$ cat src/rtl/led_pkg.sv
// Shared types for the LED fade driver: per-channel ramp state encoding.
package led_pkg;

  typedef enum logic [1:0] {
    StOff      = 2'd0,
    StRampUp   = 2'd1,
    StOn       = 2'd2,
    StRampDown = 2'd3
  } led_state_e;

endpackage

$ cat src/rtl/led_fade_ch.sv
// One LED channel: ramp state machine, brightness level and registered PWM pin.
module led_fade_ch #(
  parameter int unsigned PWM_BITS  = 8,
  parameter int unsigned RAMP_STEP = 8
) (
  input  logic                pclk,
  input  logic                presetn,
  input  logic                req,
  input  logic [PWM_BITS-1:0] pwm_cnt,
  input  logic                period_end,
  output logic                led_out,
  output logic                ramp_busy
);
  import led_pkg::*;

  localparam logic [PWM_BITS-1:0] LevelMax = '1;
  localparam logic [PWM_BITS:0]   MaxExt   = {1'b0, LevelMax};
  localparam logic [PWM_BITS:0]   StepExt  = (PWM_BITS + 1)'(RAMP_STEP);

  led_state_e          state_q, state_d;
  logic [PWM_BITS-1:0] level_q, level_d;
  logic                led_q, led_d;
  logic [PWM_BITS:0]   level_sum;

  // One extra bit so the increment can be checked for saturation.
  assign level_sum = {1'b0, level_q} + StepExt;

  // Next state and level; a direction change takes priority over a step.
  always_comb begin
    state_d = state_q;
    level_d = level_q;
    unique case (state_q)
      StOff: begin
        if (req) state_d = StRampUp;
      end
      StRampUp: begin
        if (!req) begin
          state_d = StRampDown;
        end else if (period_end) begin
          if (level_sum >= MaxExt) begin
            level_d = LevelMax;
            state_d = StOn;
          end else begin
            level_d = level_sum[PWM_BITS-1:0];
          end
        end
      end
      StOn: begin
        if (!req) state_d = StRampDown;
      end
      StRampDown: begin
        if (req) begin
          state_d = StRampUp;
        end else if (period_end) begin
          // Compare first so the subtraction never wraps.
          if ({1'b0, level_q} <= StepExt) begin
            level_d = '0;
            state_d = StOff;
          end else begin
            level_d = level_q - StepExt[PWM_BITS-1:0];
          end
        end
      end
      default: state_d = StOff;
    endcase
  end

  // Pin value from the current state; fully on when ON, PWM compare while ramping.
  always_comb begin
    led_d = 1'b0;
    unique case (state_q)
      StOff:      led_d = 1'b0;
      StOn:       led_d = 1'b1;
      StRampUp,
      StRampDown: led_d = (pwm_cnt < level_q);
      default:    led_d = 1'b0;
    endcase
  end

  // State, level and output registers.
  always_ff @(posedge pclk or negedge presetn) begin
    if (!presetn) begin
      state_q <= StOff;
      level_q <= '0;
      led_q   <= 1'b0;
    end else begin
      state_q <= state_d;
      level_q <= level_d;
      led_q   <= led_d;
    end
  end

  assign led_out   = led_q;
  assign ramp_busy = (state_q == StRampUp) || (state_q == StRampDown);

endmodule

$ cat src/rtl/led_fade_driver.sv
// Four-channel LED PWM driver with linear fades; shared prescaler and PWM counter.
module led_fade_driver #(
  parameter int unsigned PRESCALE  = 4,
  parameter int unsigned PWM_BITS  = 8,
  parameter int unsigned RAMP_STEP = 8
) (
  input  logic       pclk,
  input  logic       presetn,
  input  logic [3:0] led_req,
  output logic [3:0] led_out,
  output logic [3:0] ramp_busy
);

  localparam int unsigned         PreW    = (PRESCALE > 1) ? $clog2(PRESCALE) : 1;
  localparam logic [PreW-1:0]     PreLast = PreW'(PRESCALE - 1);
  localparam logic [PWM_BITS-1:0] PwmMax  = '1;

  logic [PreW-1:0]     pre_cnt_q, pre_cnt_d;
  logic [PWM_BITS-1:0] pwm_cnt_q, pwm_cnt_d;
  logic                tick;
  logic                period_end;

  assign tick       = (pre_cnt_q == PreLast);
  assign period_end = tick && (pwm_cnt_q == PwmMax);

  // Prescaler wraps at PRESCALE-1; PWM counter advances on tick and wraps naturally.
  always_comb begin
    pre_cnt_d = tick ? '0 : pre_cnt_q + 1'b1;
    pwm_cnt_d = tick ? pwm_cnt_q + 1'b1 : pwm_cnt_q;
  end

  // Shared counter registers.
  always_ff @(posedge pclk or negedge presetn) begin
    if (!presetn) begin
      pre_cnt_q <= '0;
      pwm_cnt_q <= '0;
    end else begin
      pre_cnt_q <= pre_cnt_d;
      pwm_cnt_q <= pwm_cnt_d;
    end
  end

  for (genvar i = 0; i < 4; i++) begin : g_ch
    led_fade_ch #(
      .PWM_BITS  (PWM_BITS),
      .RAMP_STEP (RAMP_STEP)
    ) u_ch (
      .pclk       (pclk),
      .presetn    (presetn),
      .req        (led_req[i]),
      .pwm_cnt    (pwm_cnt_q),
      .period_end (period_end),
      .led_out    (led_out[i]),
      .ramp_busy  (ramp_busy[i])
    );
  end

endmodule

$ cat config.mk
export PLATFORM = sky130hd
export DESIGN_NAME = led_fade_driver
export DESIGN_NICKNAME = d
export VERILOG_FILES = /design/src/rtl/led_pkg.sv /design/src/rtl/led_fade_ch.sv /design/src/rtl/led_fade_driver.sv
export SDC_FILE = /design/constraint.sdc
export NUM_CORES = 1
export LEC_CHECK = 0
export CAP_MARGIN = 15
export CORE_UTILIZATION = 33
export DETAILED_ROUTE_END_ITERATION = 10
export PLACE_DENSITY = 0.52
export SKIP_CTS_REPAIR_TIMING = 1
export SYNTH_ARGS = -nofsm -noshare
export SYNTH_HDL_FRONTEND = slang
export SYNTH_SLANG_ARGS = --single-unit
$ cat constraint.sdc
create_clock -name pclk -period 2.2 [get_ports pclk]
set_clock_uncertainty 0.05 [all_clocks]
set_input_delay 0.44 -clock pclk [delete_from_list [all_inputs] [get_ports pclk]]
set_output_delay 0.44 -clock pclk [all_outputs]
set_load 0.05 [all_outputs]
==> reports/metrics.cfg, run 1 <==
[status]
status = finished clean

[die]
core_um2 = 12720
dieWidth_um = 116.7
die_area_um2 = 13610
start_util_pct = 34.11
ios = 14
rows = 41
die_h_um = 116.7

[placement]
gp_congestion = 0.8920
hpwl_um = 7806
place_area_um2 = 4976
port_buffers = 13

[yosys]
synthesis.nets = 587
ys_async_sr_fraction_pct = 100.0
yosysUniqueCellTypes = 70
ys_warn_count = 0
postSynthCellCount = 519
yosys_most_used_dff = dfrtp_1
synth_area_um2 = 4339
yosysSeqAreaShare_pct = 26.53
ys_seq_elements = 46
syn_avg_cell_area_um2 = 8.361
synth_edf_count = 0

[setup_path]
worstPathMaxFanout = 7
worst_path_dominant_cell_family = flip-flops
worstSetupEndpointType = output port
cp_slowest_cell = dfrtp_2
path_class = reg -> out
max_stage_delay_ps = 450
cp_num_buf_inv = 2
regToRegSetupSlack_ps = 110
arrival_ps = 1610
cp_data_required_time_ps = 1710
start_kind = register
crit_chain = ha_2 > buf_4 > or2_2 > buf_12

[drt]
detail-route-antenna-nets = 0
viasPerCell = 5.280
num_vias = 3928
dr.pass1.iters = 5
wirelength_um = 10520
wl_per_cell_um = 14.14
drc = 0
drt_iter0_drc = 171

[cells_and_area]
area_delta_synth_final_pct = 20.13
postLayoutCellArea_um2 = 5213
fillers = 1324
nNetsFinal = 639
diodes = 0
drive_gt1_share_pct = 19.06
ff_latch_area_um2 = 1154
multiInputGateArea_um2 = 2955
fin_util_pct = 40.97

[sta]
fin_crit_sh_pct = 95.39
post-route-min-period_ps = 2099
fmax_ghz = 0.4765
rsz0062_at_grt = yes
hold_violations = 0
slew_headroom_pct = 56.77
setup_viol = 0
slew_viol_final = 0
tightestPinTransition_ps = 648.4

[clock_tree]
cts_tree = done
cts_sinks = 46
cts-root-buf = clkbuf_16
h-tree-depth = 2
cts_buffer_depth = 2
clkLatencyLatePin_ps = 290
cts_buffers = 5
clk_pin_slew_worst_paths_ps = 70

[global_routing]
grt_pass1_wl_um = 17660
overflow = 0
grt_max_degree = 47
grtUsageTotal_pct = 16.29
grt_pass1_vias = 3762
antenna_found_initial = 0

[pwr]
p_switching_w = 0.001710
seq_power_share_pct = 27.0
p_leak_nw = 2.244
p_total_w = 0.003996
peakVddDrop_uv = 513.2
p_sw_share_pct = 42.78
intPower_w = 0.002287
pwr-share-comb_pct = 53.4
pwr-share-clk_pct = 19.7
power_density_nw_per_um2 = 766.7

[run]
drv_cap = 0

[worst_hold_path]
hp-class = in -> async

synth_stat cells, drive strengths merged, types with 3 or more instances:
library cell / count / area share [%]
a211oi: 6 / 1.0
a21boi: 5 / 0.87
a21oi: 31 / 3.8
a31oi: 8 / 1.5
a41oi: 3 / 0.61
and2: 5 / 0.72
and3: 4 / 0.58
buf: 17 / 2.6
clkbuf: 8 / 0.69
dfrtp: 46 / 27
ha: 62 / 18
inv: 43 / 3.7
mux2: 6 / 1.6
mux2i: 3 / 0.69
nand2: 33 / 2.9
nand2b: 4 / 0.58
nand3: 15 / 1.7
nand3b: 3 / 0.52
nand4: 5 / 1.1
nor2: 31 / 2.7
nor2b: 9 / 1.3
nor3: 27 / 3.4
nor3b: 4 / 0.69
nor4: 6 / 1.0
o2111ai: 6 / 1.2
o21a: 7 / 1.3
o21ai: 59 / 6.8
o22ai: 6 / 0.87
or2: 4 / 0.58
or3: 5 / 0.87
xnor2: 6 / 1.2
xor2: 4 / 0.81
kinds of logic after synthesis:
| logic type | after synthesis | synth area share (%) |
|---|---|---|
| XOR/XNOR | 10 | 2.018 |
| adder cells (fa/ha/maj) | 62 | 17.88 |
| flip-flops | 46 | 26.53 |
| buffers and inverters | 68 | 7.035 |
| AND/OR/NAND/NOR | 164 | 20.36 |
| AO/OA/AOI/OAI | 160 | 23.85 |
| multiplexers | 9 | 2.335 |
state kept, by name, indices dropped and copies added (netlist names):
name	flops
g_ch.u_ch.level_q	24
pwm_cnt_q	8
g_ch.u_ch.led_out	4
g_ch.u_ch.state_q	8
pre_cnt_q	2
power by group through the flow:
stage	sequential (W)	combinational, W	clock [W]
3_3_place_gp	0.00108	0.00208	0
3_5_place_dp	0.00109	0.00211	0
2_1_floorplan	0.00106	0.00161	0
4_1_cts	0.00107	0.00212	0.000814
5_1_grt	0.00110	0.00233	0.000842
6_report	0.00108	0.00213	0.000786
cells in the final DEF (no fill, tap or decap), types with 5 or more instances in the layout:
| cell | Yosys | routed |
|---|---|---|
| nand3_1 | 15 | 15 |
| xnor2_1 | 6 | 6 |
| dfrtp_1 | 46 | 44 |
| o21ai_1 | 2 | 5 |
| a21oi_1 | 30 | 30 |
| clkdlybuf4s50_1 | 0 | 8 |
| buf_4 | 9 | 58 |
| o21ai_0 | 57 | 52 |
| ha_1 | 62 | 60 |
| clkbuf_16 | 0 | 5 |
| inv_1 | 43 | 43 |
| and2_1 | 5 | 5 |
| nand2_1 | 33 | 33 |
| nor3_1 | 26 | 25 |
| a211oi_1 | 6 | 6 |
| nor2_1 | 31 | 31 |
| o21a_1 | 5 | 5 |
| o22ai_1 | 6 | 6 |
| mux2_2 | 5 | 5 |
| a31oi_1 | 7 | 6 |
| nor2b_1 | 9 | 5 |
per-stage QoR:
stage / cells / worst slack (ps) / hold WS (ps) / TNS [ps]
5_1_grt: 744 / -23.01 / 266.2 / -23.01
2_1_floorplan: 519 / 44.85 / 94.41 / 0
3_5_place_dp: 734 / -52.68 / 369.0 / -52.68
3_3_place_gp: 734 / 40.01 / 363.3 / 0
4_1_cts: 742 / 13.71 / 247.6 / 0
6_report: 744 / 101.4 / 209.0 / 0
layout make-up:
| type | instances | share of cell area (%) |
|---|---|---|
| Clock buffer | 5 | 2.400 |
| Clock inverter | 3 | 0.4081 |
| Inverter | 43 | 3.096 |
| Multi-Input combinational cell | 405 | 56.70 |
| Sequential cell | 46 | 22.13 |
| Tap cell | 172 | 4.129 |
| Timing Repair Buffer | 70 | 11.14 |
final timing paths:
kind                                                     start                                   to  depth (start not counted)
max in group asynchronous                              presetn  g_ch[0].u_ch.state_q[1]$_DFFE_PN0P_                          2
min reg2reg                             pre_cnt_q[0]$_DFF_PN0_               pre_cnt_q[0]$_DFF_PN0_                          1
max reg2reg                g_ch[1].u_ch.level_q[4]$_DFFE_PN0P_  g_ch[1].u_ch.state_q[0]$_DFFE_PN0P_                          8
min in group pclk                       pre_cnt_q[0]$_DFF_PN0_               pre_cnt_q[0]$_DFF_PN0_                          1
min                                                    presetn  g_ch[2].u_ch.state_q[1]$_DFFE_PN0P_                          2
max                        g_ch[0].u_ch.state_q[1]$_DFFE_PN0P_                         ramp_busy[0]                          4
layer usage:
metal  GRT usage, %  vias to the layer above  routed length, um
met5              0                        -                  0
met4          5.316                        0                172
met3          2.180                       11                326
met2          27.85                       76               5055
met1          21.20                     1839               4963
li1               -                     2002                  -
Note: power is estimated with default switching activity, not from simulation.
==> inputs of run 2 (changes only) <==
--- a/config.mk
+++ b/config.mk
@@ -8,7 +8,7 @@
 export CAP_MARGIN = 15
 export CORE_UTILIZATION = 33
 export DETAILED_ROUTE_END_ITERATION = 10
-export PLACE_DENSITY = 0.52
+export PLACE_DENSITY = 0.47
 export SKIP_CTS_REPAIR_TIMING = 1
 export SYNTH_ARGS = -nofsm -noshare
 export SYNTH_HDL_FRONTEND = slang
==> run 2 against run 1 <==
Compared with the run above: sequential cell count stayed put; total power is 2.2% higher; global-route usage is 0.30 points higher; cell area is 0.36% higher; critical path type is now reg -> reg; largest power group unchanged.
==> reports/metrics.cfg, run 2 (synthesis results as in run 1) <==
[setup_path]
cp_num_buf_inv = 2
r2r_end = g_ch[3].u_ch.state_q[1]$_DFFE_PN0P_
worst_path_dominant_cell_family = simple AND/OR/NAND/NOR gates
reg2reg_from = g_ch[3].u_ch.level_q[4]$_DFFE_PN0P_
crit_chain = inv_1 > ha_1 > nor2b_2 > o21ai_0 > nor3_2 > buf_4 > nor2_1 > o21a_2 > mux2_4
max_stage_delay_ps = 350
path_class = reg -> reg
regToRegSetupSlack_ps = 60
arrival_ps = 2280
reg2reg_depth = 9
worstSetupEndpointType = register
cp_data_required_time_ps = 2340
cp_slowest_cell = dfrtp_1
worstPathMaxFanout = 3
start_kind = register

[clock_tree]
clk_pin_slew_worst_paths_ps = 70
h-tree-depth = 2
cts_buffers = 5
clkLatencyLatePin_ps = 300
cts_sinks = 46
cts_tree = done
cts-root-buf = clkbuf_16
cts_buffer_depth = 2

[pwr]
p_leak_nw = 2.263
peakVddDrop_uv = 774.7
power_density_nw_per_um2 = 780.9
p_total_w = 0.004085

[drt]
wl_per_cell_um = 14.35
num_vias = 3974
viasPerCell = 5.320
drc = 0
drt_iter0_drc = 130
detail-route-antenna-nets = 0
dr.pass1.iters = 4
wirelength_um = 10720

[run]
drv_cap = 0

[die]
core_um2 = 12720
die_h_um = 116.7
die_area_um2 = 13610
start_util_pct = 34.11
dieWidth_um = 116.7
rows = 41
ios = 14

[cells_and_area]
largest_reg_flops = 24
area_delta_synth_final_pct = 20.56
fillers = 1332
drive_gt1_share_pct = 19.13
layout_common_cells = buf_4, ha_1, o21ai_0
top_regs = g_ch.u_ch.level_q (24), g_ch.u_ch.state_q (8), pwm_cnt_q (8)
final_cells = 747
final_common_cell = buf_4
nNetsFinal = 642
regMostFlops = g_ch.u_ch.level_q
diodes = 0

[sta]
setup_viol = 0
slew_viol_final = 0
post-route-min-period_ps = 2139
tightestPinTransition_ps = 668.3
fin_crit_sh_pct = 97.24
hold_violations = 0
rsz0062_at_grt = yes
slew_headroom_pct = 55.45
fmax_ghz = 0.4675

[global_routing]
grt_pass1_vias = 3619
antenna_found_initial = 0
grtUsageTotal_pct = 16.59
overflow = 0
grt_max_degree = 47
grt_pass1_wl_um = 17610

[status]
status = finished clean

[placement]
hpwl_um = 7811
placed_cells = 737
port_buffers = 13
gp_congestion = 0.8574

[worst_hold_path]
hp-class = in -> async

==> run 2: power by group <==
part           leakage, nW  internal, W  switching, W
clock network       0.0781     0.000539      0.000368
registers            0.543     0.000968      0.000108
logic                 1.64     0.000883       0.00122
total                 2.26      0.00239       0.00170
==> run 2: routing by layer <==
layer  routed length [um]  track usage, %
met1                 5155           21.75
met2                 5106           27.30
met3                  307           3.269
met4                  152           5.485
met5                    0               0
==> run 2: layout make-up <==
class | count | area, um2 | share of cell area (%)
clock inverter | 1 | 30.03 | 0.5740
timing repair buffer | 73 | 590.6 | 11.29
sequential | 46 | 1154 | 22.05
tap | 172 | 215.2 | 4.114
multi-input combinational | 405 | 2948 | 56.35
clock buffer | 7 | 132.6 | 2.535
inverter | 43 | 161.4 | 3.085
==> run 2: worst max-delay path by stage <==
stage                                        start                                  end  slack (ps)  depth (start not counted)
6_report       g_ch[3].u_ch.level_q[4]$_DFFE_PN0P_  g_ch[3].u_ch.state_q[1]$_DFFE_PN0P_          60                          9
2_1_floorplan  g_ch[1].u_ch.level_q[3]$_DFFE_PN0P_  g_ch[1].u_ch.state_q[0]$_DFFE_PN0P_          40                          8
3_5_place_dp   g_ch[3].u_ch.level_q[4]$_DFFE_PN0P_  g_ch[3].u_ch.level_q[1]$_DFFE_PN0P_          20                          6
4_1_cts        g_ch[3].u_ch.level_q[4]$_DFFE_PN0P_  g_ch[3].u_ch.level_q[1]$_DFFE_PN0P_          20                          6
5_1_grt        g_ch[3].u_ch.level_q[4]$_DFFE_PN0P_  g_ch[3].u_ch.state_q[1]$_DFFE_PN0P_         -50                          9
3_3_place_gp   g_ch[3].u_ch.level_q[4]$_DFFE_PN0P_  g_ch[3].u_ch.level_q[1]$_DFFE_PN0P_         -10                          6
==> run 2: metrics by stage <==
stage | utilization, % | TNS (ps) | setup WS (ps) | cell area [um2] | hold slack [ps]
2_1_floorplan | - | 0 | 44.85 | 4339 | 94.41
3_3_place_gp | 39.19 | -10.09 | -9.580 | 4986 | 363.0
3_5_place_dp | 39.19 | 0 | 22.93 | 4986 | 366.4
4_1_cts | 40.47 | 0 | 16.26 | 5149 | 239.1
5_1_grt | 41.12 | -64.99 | -51.51 | 5231 | 258.2
6_report | 41.12 | 0 | 60.83 | 5231 | 203.2
==> inputs of run 3 (changes only) <==
--- a/config.mk
+++ b/config.mk
@@ -9,7 +9,10 @@
 export CORE_UTILIZATION = 33
 export DETAILED_ROUTE_END_ITERATION = 10
 export PLACE_DENSITY = 0.47
+export REMOVE_ABC_BUFFERS = 1
 export SKIP_CTS_REPAIR_TIMING = 1
+export SLEW_MARGIN = 20
 export SYNTH_ARGS = -nofsm -noshare
 export SYNTH_HDL_FRONTEND = slang
 export SYNTH_SLANG_ARGS = --single-unit
+export TNS_END_PERCENT = 10
==> run 3 against run 2 <==
Compared with the run above: sequential share of layout area increased by 0.33 points; combinational power about the same; worst hold slack worse by 130 ps; maximum frequency fell by 1.7%; total power shrank 3.3%; sequential power is essentially flat; cell area fell by 1.6%; register-to-register slack better by 40 ps; die area did not move; first-iteration DRC count rose by 37%; critical path depth shrank 5.
==> reports/metrics.cfg, run 3 (synthesis results as in run 1) <==
[setup_path]
worst_path_dominant_cell_family = flip-flops
worstSetupEndpointType = output port
max_stage_delay_ps = 470
cp_slowest_cell = dfrtp_1
worstPathMaxFanout = 8
crit_chain = inv_1 > ha_1 > or2_2 > buf_12
reg2reg_from = g_ch[2].u_ch.level_q[3]$_DFFE_PN0P_
startpoint = g_ch[0].u_ch.state_q[1]$_DFFE_PN0P_
cp_data_required_time_ps = 1710
cp_num_buf_inv = 2
arrival_ps = 1690
path_class = reg -> out
start_kind = register

[pwr]
power_density_nw_per_um2 = 767.2
pwr-share-comb_pct = 53.7
intPower_w = 0.002274
p_sw_share_pct = 42.44
pwr-share-clk_pct = 19.0
p_leak_nw = 2.209
seq_power_share_pct = 27.3
p_total_w = 0.003950
peakVddDrop_uv = 493.6
p_switching_w = 0.001676

[cells_and_area]
largest_reg_flops = 24
top_regs = g_ch.u_ch.level_q (24), g_ch.u_ch.state_q (8), pwm_cnt_q (8)
regMostFlops = g_ch.u_ch.level_q
fillers = 1318
layout_common_cells = ha_1, o21ai_0, buf_4
final_common_cell = ha_1
diodes = 0
drive_gt1_share_pct = 17.70
nNetsFinal = 633
area_delta_synth_final_pct = 18.66

[drt]
viasPerCell = 5.319
drc = 0
wl_per_cell_um = 14.53
wirelength_um = 10710
drt_iter0_drc = 178
detail-route-antenna-nets = 0
num_vias = 3920
dr.pass1.iters = 4

[placement]
pre_cts_slack_ps = 38.19
port_buffers = 13
hpwl_um = 7919
gp_congestion = 0.8485

[global_routing]
grtUsageTotal_pct = 16.60
grt_pass1_wl_um = 17970
overflow = 0
grt_max_degree = 47
grt_pass1_vias = 3705
antenna_found_initial = 0

[clock_tree]
h-tree-depth = 2
cts_sinks = 46
cts-root-buf = clkbuf_16
cts_buffer_depth = 2
clk_pin_slew_worst_paths_ps = 60
clkLatencyLatePin_ps = 290
cts_buffers = 5
cts_tree = done

[sta]
fin_ws_ps = 22.90
post-route-min-period_ps = 2177
fin_crit_sh_pct = 98.96
tightestPinTransition_ps = 493.4
timing.hold.ws_ps = 75.48
slew_headroom_pct = 67.00
rsz0062_at_grt = yes
hold_violations = 0
tns_ps = 0
slew_viol_final = 0
fmax_ghz = 0.4593
setup_viol = 0

[die]
core_um2 = 12720
ios = 14
die_h_um = 116.7
rows = 41
dieWidth_um = 116.7
start_util_pct = 34.11
die_area_um2 = 13610

[worst_hold_path]
hp-class = in -> async

[run]
drv_cap = 0

[status]
status = finished clean

-- run 3: cell types whose count changed in the layout (fill, tap and decap cells not counted), moves of 2 or more --
cell / before / now
o21ai_0: 52 / 54
o2111ai_1: 4 / 6
nor2b_2: 4 / 2
buf_4: 62 / 52
o2111ai_2: 2 / 0
-- run 3: area by class of cell --
cell class,count,area [um2],area share (%)
Clock buffer,7,132.6,2.576
Sequential cell,46,1152,22.38
Tap cell,172,215.2,4.180
Timing Repair Buffer,64,535.5,10.40
Inverter,43,161.4,3.135
Multi-Input combinational cell,405,2952,57.33
-- run 3: routing by layer --
| layer | global-route usage, % | vias up | routed length (um) |
|---|---|---|---|
| met5 | 0 | - | 0 |
| li1 | - | 1993 | - |
| met3 | 2.439 | 9 | 262 |
| met4 | 3.291 | 0 | 93 |
| met2 | 27.89 | 50 | 5062 |
| met1 | 22.66 | 1868 | 5293 |
-- run 3: metrics by stage --
step                      instance area [um2]  util (%)  std cells
after floorplan                          4195         -        494
after global placement                   4946     38.88        730
after detailed placement                 4946     38.88        730
after CTS                                5079     39.92        737
after global routing                     5149     40.47        737
final                                    5149     40.47        737
-- run 3: path summary, 6_finish.rpt --
| path | end | slack (ps) | depth (start not counted) |
|---|---|---|---|
| setup / recovery | ramp_busy[0] | 20 | 4 |
| setup reg to reg | g_ch[2].u_ch.level_q[7]$_DFFE_PN0P_ | 100 | 8 |
| hold / removal | g_ch[2].u_ch.level_q[6]$_DFFE_PN0P_ | 80 | 2 |
| min in group pclk | pre_cnt_q[0]$_DFF_PN0_ | 380 | 1 |
| hold reg to reg | pre_cnt_q[0]$_DFF_PN0_ | 380 | 1 |
| max in group asynchronous | g_ch[3].u_ch.level_q[5]$_DFFE_PN0P_ | 1760 | 2 |
-- run 3: worst reg2reg max path: stages, from the launching register on --
cell and delay, ps:
dfrtp_1 380, buf_4 160, ha_1 260, and4b_1 220
o21ai_1 110, a41oi_1 160, buf_4 190, a222oi_1 310
o21ai_0 120
-- run 3: power by group through the flow --
stage                     registers, W  clock network (W)  logic (W)
after floorplan                0.00119                  0    0.00134
after global placement         0.00109                  0    0.00206
after detailed placement       0.00109                  0    0.00208
after CTS                      0.00107           0.000774    0.00209
after global routing           0.00109           0.000806    0.00233
final                          0.00108           0.000750    0.00212
